<file path="src/rtl/rx_iq_frame_packer.sv">
// Purpose : gathers one 24-bit I/Q pair per DDC channel into a frame and serialises it as 16-bit words.
// Latency : rx_avail_A pulses 1 cycle after the strobe that completes a frame; rx_din_A is combinational.
// Backpressure: none upstream; a frame finishing while the read bank is still busy is dropped and counted.
//
// Ports:
//   adc_clk, reset          clock and asynchronous active-high reset
//   samp_avail/i_data/q_data per-channel capture strobe and 24-bit two's complement I/Q samples
//   rd_word                 consumer takes rx_din_A and advances to the next word
//   clear_err               clears overrun/dup_err/underrun/drop_cnt
//   rx_din_A, chan_o        current word and its channel index
//   rx_avail_A, rd_busy     new-frame pulse and read-bank-occupied flag
//   overrun, dup_err, underrun, drop_cnt  sticky error flags and saturating drop counter
module rx_iq_frame_packer #(
    parameter int NCHAN  = 4,
    parameter int DROP_W = 8
) (
    input  logic                  adc_clk,
    input  logic                  reset,
    input  logic [NCHAN-1:0]      samp_avail,
    input  logic [NCHAN*24-1:0]   i_data,
    input  logic [NCHAN*24-1:0]   q_data,
    input  logic                  rd_word,
    input  logic                  clear_err,
    output logic [15:0]           rx_din_A,
    output logic                  rx_avail_A,
    output logic                  rd_busy,
    output logic [3:0]            chan_o,
    output logic                  overrun,
    output logic                  dup_err,
    output logic                  underrun,
    output logic [DROP_W-1:0]     drop_cnt
);

    localparam int CW = (NCHAN > 1) ? $clog2(NCHAN) : 1;

    // Each entry holds {I[23:0], Q[23:0]}. bank[rd_sel] is the read bank,
    // bank[~rd_sel] is being filled by capture.
    logic [47:0]      bank [2][NCHAN];
    logic             rd_sel;
    logic [NCHAN-1:0] got;
    logic [CW-1:0]    ch;
    logic [1:0]       wsel;

    logic        advance;
    logic        last_word;
    logic        release_rd;
    logic        frame_done;
    logic        busy_post;
    logic        swap;
    logic        drop;
    logic        dup_ev;
    logic        und_ev;
    logic [47:0] rd_entry;

    always_comb begin
        advance    = rd_word && rd_busy;
        last_word  = (wsel == 2'd2) && (ch == CW'(NCHAN - 1));
        release_rd = advance && last_word;
        frame_done = &(got | samp_avail);
        // A release in this same cycle frees the read bank in time for the swap.
        busy_post  = rd_busy && !release_rd;
        swap       = frame_done && !busy_post;
        drop       = frame_done && busy_post;
        dup_ev     = |(got & samp_avail);
        und_ev     = rd_word && !rd_busy;
    end

    assign rd_entry = bank[rd_sel][ch];
    assign chan_o   = 4'(ch);

    always_comb begin
        rx_din_A = 16'h0000;
        case (wsel)
            2'd0:    rx_din_A = rd_entry[47:32];                   // I[23:8]
            2'd1:    rx_din_A = rd_entry[23:8];                    // Q[23:8]
            default: rx_din_A = {rd_entry[31:24], rd_entry[7:0]};  // {I[7:0], Q[7:0]}
        endcase
    end

    always_ff @(posedge adc_clk or posedge reset) begin
        if (reset) begin
            for (int b = 0; b < 2; b++) begin
                for (int c = 0; c < NCHAN; c++) begin
                    bank[b][c] <= '0;
                end
            end
            rd_sel     <= 1'b0;
            got        <= '0;
            ch         <= '0;
            wsel       <= 2'd0;
            rd_busy    <= 1'b0;
            rx_avail_A <= 1'b0;
            overrun    <= 1'b0;
            dup_err    <= 1'b0;
            underrun   <= 1'b0;
            drop_cnt   <= '0;
        end else begin
            // Capture into the write bank; the bank index uses the pre-swap rd_sel,
            // so the completing strobe lands in the bank that becomes readable.
            for (int c = 0; c < NCHAN; c++) begin
                if (samp_avail[c]) begin
                    bank[~rd_sel][c] <= {i_data[24*c+23 -: 24], q_data[24*c+23 -: 24]};
                end
            end

            if (frame_done) begin
                got <= '0;
            end else begin
                got <= got | samp_avail;
            end

            if (advance) begin
                if (wsel != 2'd2) begin
                    wsel <= wsel + 2'd1;
                end else begin
                    wsel <= 2'd0;
                    ch   <= last_word ? '0 : ch + CW'(1);
                end
            end

            if (swap) begin
                rd_sel  <= ~rd_sel;
                rd_busy <= 1'b1;
            end else if (release_rd) begin
                rd_busy <= 1'b0;
            end
            rx_avail_A <= swap;

            // An error event in the clear cycle leaves its flag set.
            overrun  <= (overrun  && !clear_err) || drop;
            dup_err  <= (dup_err  && !clear_err) || dup_ev;
            underrun <= (underrun && !clear_err) || und_ev;

            if (drop) begin
                if (clear_err) begin
                    drop_cnt <= DROP_W'(1);
                end else if (!(&drop_cnt)) begin
                    drop_cnt <= drop_cnt + DROP_W'(1);
                end
            end else if (clear_err) begin
                drop_cnt <= '0;
            end
        end
    end

endmodule

</file>
<file path="config.mk">
export PLATFORM = sky130hd
export DESIGN_NAME = rx_iq_frame_packer
export DESIGN_NICKNAME = d
export VERILOG_FILES = /design/src/rtl/rx_iq_frame_packer.sv
export SDC_FILE = /design/constraint.sdc
export NUM_CORES = 1
export LEC_CHECK = 0
export CAP_MARGIN = 20
export CORE_MARGIN = 3
export CORE_UTILIZATION = 25
export CTS_CLUSTER_SIZE = 14
export DETAILED_ROUTE_END_ITERATION = 8
export PLACE_DENSITY = 0.44
export SYNTH_ARGS = -nofsm -noshare
export SYNTH_HDL_FRONTEND = slang
export SYNTH_SLANG_ARGS = --single-unit
</file>
<file path="constraint.sdc">
create_clock -name adc_clk -period 18.6 [get_ports adc_clk]
set_clock_uncertainty 0.2 [all_clocks]
set_input_delay 3.72 -clock adc_clk [delete_from_list [all_inputs] [get_ports adc_clk]]
set_output_delay 3.72 -clock adc_clk [all_outputs]
set_load 0.02 [all_outputs]
</file>
* Word-level counts from Yosys, hierarchy flattened
Cells that the tools add are included.
** Word-level totals
- Register bits after elaboration :: 406
- Input port bits :: 200
- Output and inout port bits :: 33
- Word-level logic and storage cells :: 95
** Operators by class
- $add $sub $neg :: 3
- $lt $le $gt $ge :: 4
- Equality and inequality tests :: 5
- Mux-type cells :: 32
- Bitwise logic cells :: 7
- Reductions and logical operators :: 26
** Operators by type and width (number)
- $bwmux 384 :: 4
- $mux 384 :: 4
- $demux 192 s1 :: 4
- $mux 192 :: 4
- $mux 144 :: 1
- $mux 48 :: 3
- $bmux 48 s2 :: 1
- $mux 96 :: 1
- $mux 8 :: 4
- $pmux 16 s2 :: 1
- $logic_and 1x1->1 :: 11
- $add 8x1->8 const B :: 1
- $reduce_and 8->1 :: 1
- $add 2x1->2 const B :: 2
- $and 4x4->4 :: 1
- $eq 2x2->1 const B :: 2
- $ge 2x2->1 const B :: 2
- $logic_not 1->1 :: 4
- $mux 2 :: 2
- $mux 4 :: 1
- $ne 2x2->1 const B :: 2
- $not 1->2 :: 2
- $or 4x4->4 :: 1
- $reduce_and 2->1 :: 2
- 11 further kinds :: 16

* Longest topological paths before layout
- Depth after elaboration :: 14
- Depth in mapped cells :: 8

* Least setup slack after synthesis
No wires, ideal clock.
- Path kind :: flip-flop to output port
- Start :: register ch[0]
- End :: output rx_din_A[0]
- Arrival :: 2113 ps
- Data required time :: 14680 ps
- Path slack :: 12567 ps
- Stages on the path, launching flop included :: 8
- Buffers on the path :: 3
- Path through :: dfrtp_1 > buf_1 > clkbuf_1 > buf_2 > mux2i_1 > a22oi_1 > nand4_1 > nand3_1
** On the way
- Longest elaborated chain between the ends :: 5
** Ends and longest elaborated chain
- from (decl) :: line 41 : logic [CW-1:0] ch;
- from (signal assigned) :: line 117 : ch <= last_word ? '0 : ch + CW'(1);
- $not 2->3 (implied by the code) :: line 68 : assign rd_entry = bank[rd_sel][ch];
- $bmux 48 s2 :: line 68
- $mux 48 (implied by the code) (2 in series) :: line 68
- $pmux 16 s2 :: line 73 : case (wsel)
- to (decl) :: line 24 : output logic [15:0] rx_din_A,
No other way between the ends. The select of a mux whose other input is x is not followed.

* Final worst setup path
- Start :: register rd_sel
- End :: output rx_din_A[5]
** On the way
- Longest elaborated chain between the ends :: 8
** Ends and longest elaborated chain
- from (decl) :: line 39 : logic rd_sel;
- from (signal assigned) :: line 122 : rd_sel <= ~rd_sel;
- $not 1->2 (implied by the code) :: line 68
- $mux 192 (implied by the code) (3 in series) :: line 68
- $bmux 48 s2 :: line 68
- $mux 48 (implied by the code) (2 in series) :: line 68
- $pmux 16 s2 :: line 73
No other way between the ends. The select of a mux whose other input is x is not followed.

==> results_dict.tcl <==
set metrics [dict create \
    outcome "complete, no violations" \
    fillers 7211 \
    met1_length_mm 29.8 \
    ys_types 44 \
    seqCellArea_um2 10200 \
    rows 98 \
    gp_congestion 0.744 \
    clockBufferDepth 3 \
    grt_pass1_vias 12625 \
    routedWlPerCell_um 24.6 \
    instances_no_fill 2569 \
    worstSkewPairLatency_ps 590 \
    nets 1790 \
    die-area_um2 76700 \
    syn_to_final_growth_pct 27.1 \
    reg2reg_to "bank[311]" \
    clockRootBuffer "clkbuf_16" \
    h-tree-depth 2 \
    post-cts-setup-buffer-count 0 \
    fp.dieW_um 277 \
    io_pins 233 \
    wl_met2_mm 27.8 \
    path_clk_slew_ps 60 \
    whs_path_depth 2 \
    hold_viol 0 \
    grt_max_degree 104 \
    worstPathArrival_ps 4590 \
    core_region_area_um2 72100 \
    fin_crit_sh 0.457 \
    start_util 0.255 \
    reg2reg_slack_ps 15450 \
    drc 0 \
    cpMaxStageDelayCell "dfrtp_4" \
    via_count 12026 \
    drtAntennaViolNets 0 \
    slew_headroom 0.359 \
    hold_end "bank[18]" \
    powerDensity_nw_per_um2 186 \
    cp-end-kind "primary output" \
    reg2reg_from "rd_sel" \
    ys_top_cells_by_count "dfrtp_1, mux2_2, nand2_1" \
    post_cts_resized 0 \
    cts_tree "built" \
    slowest_delay_ps 800 \
    period_minus_slack_ps 8510 \
    rsz0062_at_grt "no" \
    drive_above_1_share 0.300 \
    setup_viol 0 \
    fmax_mhz 118 \
    ys_seq_elements 406 \
    wl_met3_mm 3.48 \
    seq_area_frac_synth 0.553 \
    yosysMostFrequentCell "dfrtp_1" \
    cts_inserted_buffers 48 \
    die_h_um 277 \
    synth_top_area_share 0.553 \
    netlist_instances 1374 \
    synth-edff-count 0 \
    vias_per_cell 4.68 \
    pre_cts_ws_ps 10610 \
    cts_num_sinks 406 \
    drt-total-wl_mm 63.2 \
    worstPathCellList "buf_4 > buf_4 > mux4_2 > nand2b_1 > nand3_1 > nand3_1 > clkdlybuf4s50_1" \
    ir_worst_vdd_v 0.0000921 \
    required_ps 14680 \
    multi_input_area_um2 7860 \
    synth_area_per_cell_um2 13.4 \
    hp-class "reg2reg" \
    holdCritStartpoint "bank[18]" \
    grt_pass1_wl_mm 92.1 \
    dp_cells 2488 \
    report.final.slew_viol_count 0 \
    cp_max_fo 42 \
    insertedDiodeCount 0 \
    track_usage 0.163 \
    cellLeakagePower_nw 9.68 \
    setup.worst_path.start_class "register" \
    dp_hpwl_mm 45.3 \
    gr-total-overflow 0 \
    reg2regPathDepth 3 \
    yosys-top-cells-area "dfrtp_1, mux2_2, mux2i_1, mux4_2, nand2_1" \
    synth_area_leader_cell "dfrtp_1" \
    drv_cap 0 \
    hold_buffers 0 \
    drt_pre_antenna_iters 5 \
    drt_iter0_drc 734 \
    dr.max_layer_used "met5" \
    fin_ws_ps 10090 \
    setup_tns_ps 0 \
    synth_area_um2 18400 \
    async_reset_ff_frac 1.00 \
    whs_ps 273 \
    port_buffers 230 \
    ys.flop_type "dfrtp_1" \
    ys_warn_count 0 \
    worstMarginPinSlew_ps 962 \
    crit_type "reg2out" \
    antenna_found_initial 12 \
]
==> worst max path at each step <==
stage | from | end
6_report | rd_sel | rx_din_A[5]
5_1_grt | rd_sel | rx_din_A[5]
4_1_cts | rd_sel | rx_din_A[5]
3_5_place_dp | rd_sel | rx_din_A[5]
3_3_place_gp | rd_sel | rx_din_A[5]
2_1_floorplan | reset | bank[0]
==> metal layers <==
metal | up-vias | GRT usage
met5 | - | 0
met4 | 16 | 0.0539
met3 | 103 | 0.0414
met2 | 269 | 0.245
met1 | 6261 | 0.229
li1 | 5377 | -
==> layout make-up <==
class	instances	area share
Multi-Input combinational cell	875	0.337
Clock inverter	14	0.00960
Inverter	3	0.000805
Timing Repair Buffer	254	0.107
Sequential cell	406	0.436
Tap cell	950	0.0510
Clock buffer	67	0.0593
==> registers in the layout (all words and copies together), names as in the netlist <==
name / count
wsel: 2
dup_err: 1
ch: 2
rx_avail_A: 1
bank: 384
overrun: 1
underrun: 1
rd_busy: 1
drop_cnt: 8
rd_sel: 1
got: 4
==> through the flow <==
step / util / total power [mW] / cell area (µm²)
after global routing: 0.324 / 4.61 / 23300
after floorplan: - / 2.70 / 18400
final: 0.324 / 4.35 / 23300
after detailed placement: 0.301 / 3.42 / 21700
after CTS: 0.324 / 4.41 / 23300
after global placement: 0.301 / 3.38 / 21700
==> critical path, delay by kind of cell, from the launching register on <==
kind | cells | cell delay [ps]
simple gates | 3 | 490
buf+inv | 3 | 2100
flops | 1 | 800
mux | 1 | 570
==> cell families (layout without fill, tap and decap cells) <==
group	after synthesis	in the layout	synth area share
other	1	2	0.000204
adders and majority gates	2	2	0.00136
AOI/OAI and AO/OA	74	74	0.0303
xor gates and xnor gates	5	5	0.00239
muxes	497	497	0.319
and+or+nand+nor	295	295	0.0721
buffers and inverters	94	338	0.0215
DFF	406	406	0.553
==> layout by cell type (no fill, tap or decap), drive strengths merged, types with 24 or more instances in the layout <==
cell	count
nand2	185
nand3	34
mux2i	122
mux2	339
clkbuf	67
buf	24
dfrtp	406
mux4	36
clkdlybuf4s50	230
a22oi	46
==> report_power, final <==
group	switching, mW	total, mW	internal, mW
clock	0.379	0.964	0.585
combinational	0.928	1.79	0.866
sequential	0.267	1.59	1.32
(Power assumes the default switching activity.)
